File: src/rtl/backprop_layer_scheduler_pkg.sv
// Shared definitions for the backprop layer scheduler: state encoding and
// the default watchdog limit.
package backprop_layer_scheduler_pkg;

  localparam int DEFAULT_TIMEOUT_CYCLES = 4000;

  typedef enum logic [1:0] {
    ST_IDLE       = 2'd0,
    ST_WAIT_DELTA = 2'd1,
    ST_WAIT_WC    = 2'd2,
    ST_FINISH     = 2'd3
  } sched_state_t;

endpackage

File: src/rtl/backprop_layer_scheduler_watchdog.sv
// Watchdog for the weight-controller wait: counts enabled cycles from a clear
// and flags the cycle in which the count reaches TIMEOUT_CYCLES-1.
module sched_watchdog #(
  parameter int COUNT_WIDTH    = 16,
  parameter int TIMEOUT_CYCLES = 4000
) (
  input  logic clk,
  input  logic rst,
  input  logic clear,
  input  logic enable,
  output logic expired
);

  localparam logic [COUNT_WIDTH-1:0] LAST = COUNT_WIDTH'(TIMEOUT_CYCLES - 1);

  logic [COUNT_WIDTH-1:0] count;

  always_ff @(posedge clk) begin
    if (rst || clear) begin
      count <= '0;
    end else if (enable) begin
      count <= count + 1'b1;
    end
  end

  assign expired = enable && (count == LAST);

endmodule

File: src/rtl/backprop_layer_scheduler.sv
// Walks one weight-update sweep from the last layer down to layer 0:
// delta request, weight-controller start pulse, wait for valid under a watchdog.
module backprop_layer_scheduler
  import backprop_layer_scheduler_pkg::*;
#(
  parameter int LAYER_ADDR_WIDTH = 2,
  parameter int TIMEOUT_WIDTH    = 16,
  parameter int TIMEOUT_CYCLES   = DEFAULT_TIMEOUT_CYCLES
) (
  input  logic                        clk,
  input  logic                        rst,
  input  logic                        start,
  input  logic [LAYER_ADDR_WIDTH:0]   layer_count,
  input  logic                        abort,
  output logic                        delta_req,
  input  logic                        delta_valid,
  output logic                        wc_start,
  output logic [LAYER_ADDR_WIDTH-1:0] wc_layer,
  input  logic                        wc_valid,
  input  logic                        wc_error,
  output logic                        busy,
  output logic                        done,
  output logic                        aborted,
  output logic                        timeout,
  output logic                        error,
  output logic [LAYER_ADDR_WIDTH-1:0] err_layer,
  output logic [1:0]                  state_dbg
);

  // Handshakes: delta_req holds high until delta_valid is sampled in WAIT_DELTA;
  // wc_start is a single-cycle pulse and the wait ends on the first sampled
  // wc_valid in WAIT_WC. Responses outside their wait state are ignored.

  sched_state_t state_q, state_d;

  logic                        delta_req_d, wc_start_d, busy_d, done_d;
  logic                        aborted_d, timeout_d, error_d;
  logic [LAYER_ADDR_WIDTH-1:0] wc_layer_d, err_layer_d;
  logic                        wd_clear, wd_enable, wd_expired;

  sched_watchdog #(
    .COUNT_WIDTH   (TIMEOUT_WIDTH),
    .TIMEOUT_CYCLES(TIMEOUT_CYCLES)
  ) u_watchdog (
    .clk    (clk),
    .rst    (rst),
    .clear  (wd_clear),
    .enable (wd_enable),
    .expired(wd_expired)
  );

  assign wd_enable = (state_q == ST_WAIT_WC);
  assign state_dbg = state_q;

  always_comb begin
    state_d     = state_q;
    delta_req_d = delta_req;
    wc_start_d  = 1'b0;
    wc_layer_d  = wc_layer;
    busy_d      = busy;
    done_d      = 1'b0;
    aborted_d   = aborted;
    timeout_d   = timeout;
    error_d     = error;
    err_layer_d = err_layer;
    wd_clear    = 1'b0;

    case (state_q)
      ST_IDLE: begin
        if (start) begin
          busy_d      = 1'b1;
          aborted_d   = 1'b0;
          timeout_d   = 1'b0;
          error_d     = 1'b0;
          err_layer_d = '0;
          if (layer_count == '0) begin
            state_d = ST_FINISH;
          end else begin
            // Counts at or above 1<<LAYER_ADDR_WIDTH start from the top layer.
            if (layer_count[LAYER_ADDR_WIDTH]) wc_layer_d = '1;
            else wc_layer_d = layer_count[LAYER_ADDR_WIDTH-1:0] - 1'b1;
            delta_req_d = 1'b1;
            state_d     = ST_WAIT_DELTA;
          end
        end
      end

      ST_WAIT_DELTA: begin
        if (abort) begin
          delta_req_d = 1'b0;
          aborted_d   = 1'b1;
          state_d     = ST_FINISH;
        end else if (delta_valid) begin
          delta_req_d = 1'b0;
          wc_start_d  = 1'b1;
          wd_clear    = 1'b1;
          state_d     = ST_WAIT_WC;
        end
      end

      ST_WAIT_WC: begin
        if (wc_error && !error) begin
          error_d     = 1'b1;
          err_layer_d = wc_layer;
        end
        if (abort) begin
          aborted_d = 1'b1;
          state_d   = ST_FINISH;
        end else if (wc_valid) begin
          if (wc_layer == '0) begin
            state_d = ST_FINISH;
          end else begin
            wc_layer_d  = wc_layer - 1'b1;
            delta_req_d = 1'b1;
            state_d     = ST_WAIT_DELTA;
          end
        end else if (wd_expired) begin
          timeout_d = 1'b1;
          aborted_d = 1'b1;
          state_d   = ST_FINISH;
        end
      end

      ST_FINISH: begin
        done_d  = 1'b1;
        busy_d  = 1'b0;
        state_d = ST_IDLE;
      end

      default: state_d = ST_IDLE;
    endcase
  end

  always_ff @(posedge clk) begin
    if (rst) begin
      state_q   <= ST_IDLE;
      delta_req <= 1'b0;
      wc_start  <= 1'b0;
      wc_layer  <= '0;
      busy      <= 1'b0;
      done      <= 1'b0;
      aborted   <= 1'b0;
      timeout   <= 1'b0;
      error     <= 1'b0;
      err_layer <= '0;
    end else begin
      state_q   <= state_d;
      delta_req <= delta_req_d;
      wc_start  <= wc_start_d;
      wc_layer  <= wc_layer_d;
      busy      <= busy_d;
      done      <= done_d;
      aborted   <= aborted_d;
      timeout   <= timeout_d;
      error     <= error_d;
      err_layer <= err_layer_d;
    end
  end

endmodule
File: config.mk
export PLATFORM = sky130hd
export DESIGN_NAME = backprop_layer_scheduler
export DESIGN_NICKNAME = d
export VERILOG_FILES = /design/src/rtl/backprop_layer_scheduler_pkg.sv /design/src/rtl/backprop_layer_scheduler_watchdog.sv /design/src/rtl/backprop_layer_scheduler.sv
export SDC_FILE = /design/constraint.sdc
export NUM_CORES = 1
export LEC_CHECK = 0
export BUFFER_PORTS_ARGS = -buffer_cell sky130_fd_sc_hd__buf_4
export CAP_MARGIN = 20
export CORE_MARGIN = 1
export CORE_UTILIZATION = 55
export CTS_BUF_LIST = sky130_fd_sc_hd__clkbuf_16
export CTS_CLUSTER_DIAMETER = 50
export DETAILED_ROUTE_END_ITERATION = 7
export GPL_TIMING_DRIVEN = 0
export PLACE_DENSITY = 0.83
export SKIP_LAST_GASP = 1
export SLEW_MARGIN = 20
export SYNTH_ARGS = -nofsm -noshare
export SYNTH_HDL_FRONTEND = slang
export SYNTH_SLANG_ARGS = --single-unit
export TNS_END_PERCENT = 5
File: constraint.sdc
create_clock -name clk -period 2.35 [get_ports clk]
set_input_delay 0.235 -clock clk [delete_from_list [all_inputs] [get_ports clk]]
set_output_delay 0.235 -clock clk [all_outputs]
set_load 0.03 [all_outputs]
==> impl_metrics.tcl <==
set metrics [dict create \
    status "finished clean" \
    grt_pass1_wl_mm 5.14 \
    seq_area_um2 581 \
    ys_types 43 \
    worst_slew_pin_slew_ps 476 \
    multi_input_area_um2 913 \
    cts-root-buf "clkbuf_16" \
    h-tree-depth 2 \
    crit_cells 7 \
    p_comb_share_pct 39.1 \
    synth_edf_count 0 \
    start_util_pct 60.1 \
    powerDensity_nw_per_um2 1050 \
    grt_pass1_vias 1203 \
    dp_cells 231 \
    gp_congestion 0.877 \
    via_per_inst 5.49 \
    cp_slowest_cell "or3_1" \
    p_leak_nw 0.778 \
    path_clk_slew_ps 50 \
    setup.worst_path.end "u_watchdog.count[14]" \
    totalWireLength_mm 3.26 \
    hp-start "start" \
    setup_violations 0 \
    relSlewSlack_pct 68.3 \
    synthCells 179 \
    r2r_end "u_watchdog.count[14]" \
    die_w_um 55.0 \
    num_vias 1311 \
    worstPathCellList "inv_1 -> ha_1 -> buf_2 -> and3_1 -> nand4_1 -> or3_1 -> a21oi_1" \
    overflow 0 \
    cp.required_ps 2550 \
    hold_slack_ps 334 \
    syn_nets 197 \
    drive_gt1_share_pct 18.2 \
    post-dp-hpwl_mm 2.35 \
    syn_area_um2 1540 \
    die-area_um2 3020 \
    min_path_cells 4 \
    avgRoutedWirePerCell_um 13.6 \
    arrival_ps 2230 \
    drtIter0Drc 33 \
    postRouteAntennaNets 0 \
    critPathLaunch "state_dbg[0]" \
    cts_sinks 29 \
    yosysSeqAreaShare_pct 37.6 \
    r2r_cells 7 \
    maxCapViolCount 0 \
    critPathBufInv 2 \
    numCtsBuffers 5 \
    antenna_found_initial 0 \
    synth_warnings 0 \
    mostFrequentLayoutCells "dfxtp_1, buf_4, nor2_1, a21oi_1, nand2_1" \
    rsz0062_at_grt "false" \
    tritoncts "yes" \
    avgSynthCellArea_um2 8.62 \
    drcViolationCount 0 \
    yosys.area.top_type "dfxtp_1" \
    fin_crit_sh_pct 86.4 \
    dpl-instance-area_um2 1750 \
    hp-class "input pin to flip-flop" \
    power_switching_mw 0.726 \
    cp_top_family "simple AND/OR/NAND/NOR gates" \
    io_buffer_count 22 \
    r2r_start "state_dbg[0]" \
    pin_count 23 \
    setup_tns_ps 0 \
    end_kind "flip-flop" \
    first_pass_iters 4 \
    syn_to_final_growth_pct 22.5 \
    hold_viol_final 0 \
    grt_max_degree 11 \
    layoutNonFillerInstCount 239 \
    crit_type "flip-flop to flip-flop" \
    slowest_delay_ps 410 \
    clock_path_buffers 2 \
    vdd_drop_max_mv 0.964 \
    synthArstFlopShare_pct 0 \
    antenna_cells 0 \
    final_net_count 226 \
    critPathLaunchType "flip-flop" \
    rows 18 \
    finClkSkew_ps 2.33 \
    p_clk_share_pct 29.7 \
    synthFlopType "dfxtp_1" \
    synth.top_cells.by_area "dfxtp_1, ha_1, nor2_1" \
    fin_crit_ps 2030 \
    slew_violations 0 \
    crit_fanout 10 \
    design_area_um2 1890 \
    grt_usage_pct 24.3 \
    sequentialPowerShare_pct 31.2 \
    maxClockFrequency_mhz 493 \
    final_common_cell "dfxtp_1" \
    ys_seq_elements 29 \
    p_int_mw 1.26 \
    core_um2 2570 \
    swShare_pct 36.5 \
    nFillCells 204 \
    rrSetupSlack_ps 320 \
    die_height_um 55.0 \
    totalPowerFinal_mw 1.99 \
    synth.top_cell.area_share_pct 37.6 \
    insertion_delay_ps 270 \
]
state kept, by name, summed over array words and instances (netlist names):
name              count
busy                  1
wc_layer              2
done                  1
err_layer             2
state_dbg             2
error                 1
timeout               1
u_watchdog.count     16
aborted               1
wc_start              1
delta_req             1
cell families after synthesis:
group / after synthesis / synth area share [%]
AND/OR/NAND/NOR: 81 / 29.8
AO/OA/AOI/OAI: 30 / 11.8
multiplexers: 8 / 5.51
adder cells (fa/ha/maj): 8 / 6.49
flip-flops: 29 / 37.6
XOR/XNOR: 9 / 5.11
buffers and inverters: 14 / 3.57
synthesized netlist by cell type (4+ instances only):
library cell,instances
dfxtp_1,29
clkbuf_1,4
inv_1,8
a21oi_1,12
or3_1,7
and2_1,4
ha_1,8
mux2i_1,7
o21ai_0,8
nand3_1,6
xor2_1,4
nor3_1,6
nor2b_1,5
nor2_1,20
nand2_1,9
xnor2_1,5
nand2b_1,7
repair_timing:
action,CTS,global route
setup buffers,0,0
hold buffers,0,0
endpoints found under the setup margin,0,2
gates resized for setup,0,1
power by group through the flow:
stage	clock network [mW]	registers, mW	logic (mW)
after global placement	0	0.620	0.740
after floorplan	0	0.727	0.450
after CTS	0.597	0.620	0.773
final	0.590	0.620	0.777
after detailed placement	0	0.628	0.759
after global routing	0.618	0.627	0.858
worst min-delay path, stage by stage:
cell,delay (ps)
buf_4,80
nand2_1,90
nor2_1,100
nor3_1,50
per-layer routing:
| metal | track usage [%] | wire length [um] | up-vias |
|---|---|---|---|
| met5 | 0 | 0 | - |
| met4 | 8.75 | 32 | 0 |
| met2 | 40.6 | 1530 | 24 |
| met1 | 30.8 | 1600 | 596 |
| li1 | - | - | 687 |
| met3 | 4.92 | 91 | 4 |
worst min path at each step:
stage / endpoint / slack, ps
4_1_cts: timeout / 330
5_1_grt: state_dbg[0] / 340
2_1_floorplan: u_watchdog.count[15] / 450
3_3_place_gp: aborted / 460
6_report: timeout / 330
3_5_place_dp: u_watchdog.count[15] / 480
layout make-up:
cell class | count | share of cell area [%]
well taps | 30 | 1.99
flip-flops and latches | 29 | 30.7
inverters | 8 | 1.59
clock buffers | 5 | 6.62
plain buffers | 6 | 1.32
repair buffers | 22 | 8.74
clock inverters | 3 | 0.662
multi-input cells | 136 | 48.3
stage by stage:
stage / utilization (%) / setup slack, ps
after detailed placement: 68.0 / 241
after global placement: 68.0 / 291
after CTS: 73.3 / 197
after floorplan: - / 403
after global routing: 73.6 / 130
final: 73.6 / 320
(Power assumes the default switching activity.)
